===== config.mk =====
export PLATFORM = sky130hd
export DESIGN_NAME = mult_hazard_controller
export DESIGN_NICKNAME = d
export VERILOG_FILES = /design/src/rtl/mult_hazard_controller.sv
export SDC_FILE = /design/constraint.sdc
export NUM_CORES = 1
export LEC_CHECK = 0
export CORE_UTILIZATION = 33
export DETAILED_ROUTE_END_ITERATION = 7
export PLACE_DENSITY = 0.76
export SLEW_MARGIN = 40
export SYNTH_ARGS = -nofsm -noshare
export SYNTH_HDL_FRONTEND = slang
export SYNTH_SLANG_ARGS = --single-unit

===== constraint.sdc =====
create_clock -name clk -period 2.41 [get_ports clk]
set_clock_uncertainty 0.15 [all_clocks]
set_input_delay 0.3615 -clock clk [delete_from_list [all_inputs] [get_ports clk]]
set_output_delay 0.3615 -clock clk [all_outputs]
set_load 0.1 [all_outputs]

===== src/rtl/mult_hazard_controller.sv =====
// ---------------------------------------------------------------------------
// mult_hazard_controller
//
// Hazard and sequencing controller for a 5-stage RISC-V pipeline that has a
// multi-cycle multiplier in EX. It detects load-use hazards and taken-branch
// flushes, and runs the multiplier start/busy/done sequence. From these it
// drives the stall, flush and bubble controls for PC, IF/ID, ID/EX and
// EX/MEM. ALU-to-ALU dependencies are left to the forwarding unit.
//
// Parameters:
//   MULT_LAT    total EX-stage cycles of a multiply (legal range 2..16)
//   REG_ADDR_W  register-index width
//
// Ports:
//   clk, arst_n           clock; synchronous active-low reset
//   rs1_IF_ID, rs2_IF_ID  source registers of the instruction in ID
//   use_rs1/2_IF_ID       the ID instruction really reads rs1 / rs2
//   rd_ID_EX              destination of the instruction in EX
//   mem_read_ID_EX        EX instruction is a load
//   is_mult_ID_EX         EX instruction is a valid multiply
//   branch_taken_EX_MEM   taken branch/jump resolved in MEM
//   stall_pc/if_id/id_ex  hold the PC / IF/ID / ID/EX registers
//   flush_if_id           zero IF/ID
//   flush_id_ex           load a bubble into ID/EX
//   bubble_ex_mem         load a bubble into EX/MEM
//   mult_start            one-cycle multiplier launch
//   mult_busy             a multiply occupies EX
//   mult_done             multiplier result valid this cycle
//   mult_abort            in-flight multiply cancelled by a flush
//   fsm_state             debug view of the FSM (0 = IDLE, 1 = BUSY)
//
// Optional feature (macro HAZARD_PERF_CNT_EN):
//   adds load_use_stalls[31:0] and mult_stalls[31:0] performance counters.
//   Both wrap at 2^32 and clear on reset. When the macro is undefined the
//   ports and counters are absent and the control behaviour is unchanged.
//
// Handshake: mult_start is a single-cycle pulse; the multiplier result is
// captured by EX/MEM in the one cycle where mult_done is high, because that
// is the only multiply cycle with neither a stall nor a bubble.
// ---------------------------------------------------------------------------
module mult_hazard_controller #(
    parameter int MULT_LAT   = 4,
    parameter int REG_ADDR_W = 5
) (
    input  logic                  clk,
    input  logic                  arst_n,
    input  logic [REG_ADDR_W-1:0] rs1_IF_ID,
    input  logic [REG_ADDR_W-1:0] rs2_IF_ID,
    input  logic                  use_rs1_IF_ID,
    input  logic                  use_rs2_IF_ID,
    input  logic [REG_ADDR_W-1:0] rd_ID_EX,
    input  logic                  mem_read_ID_EX,
    input  logic                  is_mult_ID_EX,
    input  logic                  branch_taken_EX_MEM,
    output logic                  stall_pc,
    output logic                  stall_if_id,
    output logic                  stall_id_ex,
    output logic                  flush_if_id,
    output logic                  flush_id_ex,
    output logic                  bubble_ex_mem,
    output logic                  mult_start,
    output logic                  mult_busy,
    output logic                  mult_done,
    output logic                  mult_abort,
    output logic                  fsm_state
`ifdef HAZARD_PERF_CNT_EN
    ,
    output logic [31:0]           load_use_stalls,
    output logic [31:0]           mult_stalls
`endif
);

    typedef enum logic {
        IDLE = 1'b0,
        BUSY = 1'b1
    } state_t;

    // BUSY is entered after the start cycle and ends with the done cycle,
    // so the counter starts two below the total latency.
    localparam logic [3:0] CNT_INIT = 4'(MULT_LAT - 2);

    state_t     state;
    state_t     state_nxt;
    logic [3:0] cnt;
    logic [3:0] cnt_nxt;
    logic       load_use;

    // Raw load-use condition; whether it is acted on depends on the FSM and
    // the higher-priority branch flush. x0 is never a real dependency.
    always_comb begin
        load_use = mem_read_ID_EX && (rd_ID_EX != '0) &&
                   ((use_rs1_IF_ID && (rs1_IF_ID == rd_ID_EX)) ||
                    (use_rs2_IF_ID && (rs2_IF_ID == rd_ID_EX)));
    end

    // -----------------------------------------------------------------
    // State register
    // -----------------------------------------------------------------
    always_ff @(posedge clk) begin
        if (!arst_n) begin
            state <= IDLE;
            cnt   <= 4'd0;
        end else begin
            state <= state_nxt;
            cnt   <= cnt_nxt;
        end
    end

    // -----------------------------------------------------------------
    // Next-state logic
    // -----------------------------------------------------------------
    always_comb begin
        state_nxt = state;
        cnt_nxt   = cnt;
        if (branch_taken_EX_MEM) begin
            state_nxt = IDLE;
            cnt_nxt   = 4'd0;
        end else begin
            case (state)
                IDLE: begin
                    if (is_mult_ID_EX) begin
                        state_nxt = BUSY;
                        cnt_nxt   = CNT_INIT;
                    end
                end
                BUSY: begin
                    if (cnt != 4'd0) begin
                        cnt_nxt = cnt - 4'd1;
                    end else begin
                        state_nxt = IDLE;
                    end
                end
                default: begin
                    state_nxt = IDLE;
                    cnt_nxt   = 4'd0;
                end
            endcase
        end
    end

    // -----------------------------------------------------------------
    // Output logic: priority is branch flush > multiply > load-use
    // -----------------------------------------------------------------
    always_comb begin
        stall_pc      = 1'b0;
        stall_if_id   = 1'b0;
        stall_id_ex   = 1'b0;
        flush_if_id   = 1'b0;
        flush_id_ex   = 1'b0;
        bubble_ex_mem = 1'b0;
        mult_start    = 1'b0;
        mult_busy     = 1'b0;
        mult_done     = 1'b0;
        mult_abort    = 1'b0;
        if (branch_taken_EX_MEM) begin
            // Wrong-path instructions are squashed; a multiply in EX is one
            // of them, so it is cancelled rather than started or completed.
            flush_if_id = 1'b1;
            flush_id_ex = 1'b1;
            mult_abort  = (state == BUSY) || is_mult_ID_EX;
        end else if (state == BUSY) begin
            mult_busy = 1'b1;
            if (cnt != 4'd0) begin
                stall_pc      = 1'b1;
                stall_if_id   = 1'b1;
                stall_id_ex   = 1'b1;
                bubble_ex_mem = 1'b1;
            end else begin
                // Final cycle: pipeline advances and EX/MEM takes the product.
                mult_done = 1'b1;
            end
        end else if (is_mult_ID_EX) begin
            mult_start    = 1'b1;
            mult_busy     = 1'b1;
            stall_pc      = 1'b1;
            stall_if_id   = 1'b1;
            stall_id_ex   = 1'b1;
            bubble_ex_mem = 1'b1;
        end else if (load_use) begin
            stall_pc    = 1'b1;
            stall_if_id = 1'b1;
            flush_id_ex = 1'b1;
        end
    end

    assign fsm_state = state;

`ifdef HAZARD_PERF_CNT_EN
    logic lu_stall_evt;
    logic mult_stall_evt;

    // Load-use stalls are recognisable by the ID/EX flush that accompanies
    // stall_pc; multiply stalls hold ID/EX instead of flushing it.
    always_comb begin
        lu_stall_evt   = stall_pc && flush_id_ex;
        mult_stall_evt = stall_pc && stall_id_ex;
    end

    always_ff @(posedge clk) begin
        if (!arst_n) begin
            load_use_stalls <= 32'd0;
            mult_stalls     <= 32'd0;
        end else begin
            if (lu_stall_evt) begin
                load_use_stalls <= load_use_stalls + 32'd1;
            end
            if (mult_stall_evt) begin
                mult_stalls <= mult_stalls + 32'd1;
            end
        end
    end
`endif

endmodule


Yosys cells after proc, flatten, opt, wreduce, memory -nomap -nowiden
Index checks and enable logic that the tools add are counted.
Widths: inputs -> output; s select.

word-level totals
  register bits = 5
  output and inout port bits = 11
  input port bits = 22

cells by class
  equality and inequality tests = 4
  reductions and logical operators = 10
  bitwise logic cells = 2
  add/subtract/negate cells = 1
  mux-type cells = 24

operator list
  cell                 number
  $mux 1               20
  $eq 5x5->1           2
  $mux 4               2
  $pmux 4 s2           1
  $reduce_bool 5->1    1
  $logic_and 1x1->1    4
  $reduce_bool 4->1    1
  $sub 4x1->4 const B  1
  $logic_or 1x1->1     2
  $ne 2x1->1 const B   1
  $ne 2x2->1 const B   1
  $not 1->1            2
  $pmux 1 s2           1
  $reduce_and 2->1     1
  $reduce_or 2->1      1

Longest topological paths before layout
  depth in word-level cells = 8
  gate-level depth with buffers = 8

Worst setup path after synthesis
Ideal clock, no wire load.

  kind = reg-to-output
  start point = register state (netlist: fsm_state)
  end point = output mult_done
  arrival = 3375 ps
  buffers on the path = 0
  stages on the path, launching flop included = 3
  setup slack = -1477 ps
  data required time = 1899 ps
  cells stage by stage = dfxtp_1 > inv_1 > nor3_1

between the ends
  word-level cells in the longest chain between the ends = 2

ends and longest elaborated chain
  what                      line  RTL
  start: declaration        82    state_t state;
  start signal: assignment  104   state <= state_nxt;
  $mux 1                    161   end else if (state == BUSY) begin
  $mux 1                    155   if (branch_taken_EX_MEM) begin
  end: declaration          63    output logic mult_done,

No other way between the ends.

Worst setup path after layout
  start point = input rd_ID_EX[2]
  end point = output stall_pc

between the ends
  word-level cells in the longest chain between the ends = 8
  elaborated cells on any way between the ends = 12
  those cells by class = eq/ne: 2; mux: 4; reduce/logical: 6

ends and longest elaborated chain
  what                                         line    RTL
  start: declaration                           51      input logic [REG_ADDR_W-1:0] rd_ID_EX,
  $eq 5x5->1, on equally long branches         92, 93
  $logic_and 1x1->1, on equally long branches  92, 93
  $logic_or 1x1->1                             92      ((use_rs1_IF_ID && (rs1_IF_ID == rd_ID_EX)) ||
  $logic_and 1x1->1 *                          91      load_use = mem_read_ID_EX && (rd_ID_EX != '0) &&
  $mux 1 *                                     179     end else if (load_use) begin
  $mux 1 *                                     172     end else if (is_mult_ID_EX) begin
  $mux 1 *                                     161
  $mux 1 *                                     155
  end: declaration                             55      output logic stall_pc,

Mark *: on every way between the ends. The rest lies on a longest branch, timed or not.

==> flow_metrics.tcl <==
set metrics [dict create \
    status "complete, no violations" \
    cts_tree "done" \
    cts_sinks 5 \
    synth_top_area_cell "dfxtp_1" \
    p_sw_mw 0.1769 \
    synthDistinctLibCells 25 \
    power_frac_seq_pct 20.8 \
    power_mw 0.4210 \
    synth_seq_area_share_pct 21.16 \
    ir_drop_mv 0.3413 \
    vias 562 \
    fill_cells 88 \
    die_y_um 39.86 \
    dieArea_mm2 0.001588 \
    grt_pass1_wl_um 2111 \
    worstSetupPathType "in2out" \
    avgSynthCellArea_um2 7.883 \
    clk_latency_ps 240 \
    drive_gt1_share_pct 46.00 \
    maxSlewViolCount 0 \
    fin_util_pct 79.11 \
    diodes 0 \
    pwr-share-clk_pct 22.5 \
    layout_min_cycle_time_ps 2329 \
    arrival_ps 1820 \
    drt_iter0_markers 8 \
    async_flop_share_pct 0 \
    drv_cap 0 \
    grt_start_max_net_pins 9 \
    grt_setup_unrepaired "false" \
    synth-main-ff-cell "dfxtp_1" \
    setup_ws_ps 81.17 \
    rows 13 \
    numCtsBuffers 3 \
    nets 125 \
    antenna_left 0 \
    die_w_um 39.86 \
    tightest_slew_ps 599.0 \
    post-dp-hpwl_um 1245 \
    vias_per_cell 4.887 \
    ctsHoldBuffers 0 \
    p_per_area_mw_per_mm2 403.9 \
    port_buffers 32 \
    drc_errors 0 \
    pwr-share-comb_pct 56.7 \
    synth_nets 84 \
    routedWlPerCell_um 13.17 \
    grt.overflow.total 0 \
    power.internal_mw 0.2440 \
    clk_pin_slew_ps 40 \
    finalNonFillerCells 115 \
    synth_top_area_share_pct 21.16 \
    place_congestion 0.8077 \
    wl_um 1514 \
    crit_required_ps 1900 \
    top_layer_used "met3" \
    yosysMostFrequentCell "xor2_1" \
    clockBufferDepth 2 \
    grtUsageTotal_pct 20.31 \
    ys_warn_count 0 \
    netlist_instances 60 \
    grt_pass1_vias 494 \
    relSlewSlack_pct 59.92 \
    wl_met3_um 66 \
    ioPinCount 33 \
    synth_area_leaders "dfxtp_1, xor2_1, nor2_1" \
    synth-edff-count 0 \
    dp_cells 109 \
    drt-met1-wl_um 670 \
    htreeDepth 1 \
    end_kind "output pin" \
    setup_viol 0 \
    synth_commonest_cells "xor2_1, nor2_1, dfxtp_1" \
    hold_viol 0 \
    syn_area_um2 473.0 \
    place_ws_ps -191.3 \
    finalCritPeriodShare_pct 96.63 \
    min_path_type "reg2reg" \
    p_leak_nw 0.4416 \
    synthToLayoutAreaGrowth_pct 120.4 \
    crit_path_start_kind "input port" \
    core-area_mm2 0.001318 \
    path_max_fanout 3 \
    initial_core_util_pct 35.90 \
    first_pass_iters 4 \
    switching_share_pct 42.03 \
    grt_antenna_before_repair 0 \
    ys_ff_latch 5 \
    fmax_mhz 429.4 \
    wl_met2_um 777 \
    clockRootBuffer "clkbuf_4" \
]
## timing repair
item	4_1_cts	5_1_grt
pin swaps	6	2
setup endpoints to repair	3	3
resized for setup	25	1
setup buffers	1	2
## cell usage in the layout (no fill, tap or decap), types with 2 or more instances in the layout
cell	count
buf_2	2
nand3_1	4
inv_2	2
clkdlybuf4s15_2	2
clkbuf_4	3
xor2_1	9
dfxtp_2	2
nor2_2	3
nor2_1	4
buf_4	9
xnor2_1	2
nand2_1	3
buf_12	10
and3_1	2
dfxtp_1	2
clkdlybuf4s50_1	8
nor4_2	2
inv_1	2
dlygate4sd2_1	8
## registers in the layout (all words and copies together) (netlist names)
register	count
cnt	4
fsm_state	1
## power groups by stage
stage / Sequential (mW) / Combinational [mW] / Clock [mW]
6_report: 0.0877 / 0.239 / 0.0946
3_5_place_dp: 0.0889 / 0.239 / 0
2_1_floorplan: 0.0944 / 0.138 / 0
3_3_place_gp: 0.0889 / 0.237 / 0
4_1_cts: 0.0875 / 0.234 / 0.0987
5_1_grt: 0.0877 / 0.248 / 0.108
## area by class of cell
type                            count  area [um2]  share of cell area [%]
Clock buffer                        4       26.28                   2.521
Inverter                            4       15.01                   1.441
Multi-Input combinational cell     47       415.4                   39.86
Sequential cell                     5       106.4                   10.20
Tap cell                           15       18.77                   1.801
Timing Repair Buffer               40       460.4                   44.18
## metal layers
metal,vias up,global-route usage [%]
li1,280,-
met3,0,7.386
met4,0,2.586
met2,17,31.15
met1,265,27.36
met5,-,0
## worst max-delay path, cell delays in order
cell and delay (ps):
clkdlybuf4s15_2 210, xor2_1 160, nor4_2 320, a32oi_2 200, buf_4 180, o22ai_4 180
buf_12 210
## stage by stage
stage	hold WS, ps	cell area (um2)	setup TNS, ps
after floorplan	322.7	569.3	-244.6
after detailed placement	368.4	1005	-429.0
after global placement	345.0	1005	-360.0
after CTS	382.6	1021	0
final	378.1	1042	0
after global routing	432.8	1042	0
## worst paths after layout
path          startpoint        end  slack, ps  cells past startpoint
max reg2reg       cnt[1]  fsm_state        660                      7
max          rd_ID_EX[2]   stall_pc         80                      7
min reg2reg       cnt[3]     cnt[3]        380                      2
min               cnt[3]     cnt[3]        380                      2
## kinds of logic after synthesis
kind of cell | Yosys count | share of synthesized area [%]
AND/OR/NAND/NOR | 27 | 30.43
XOR/XNOR | 12 | 22.22
flip-flops | 5 | 21.16
AO/OA/AOI/OAI | 6 | 11.91
buffers and inverters | 8 | 8.992
adder cells (fa/ha/maj) | 2 | 5.290
Note: power is estimated with default switching activity, not from simulation.
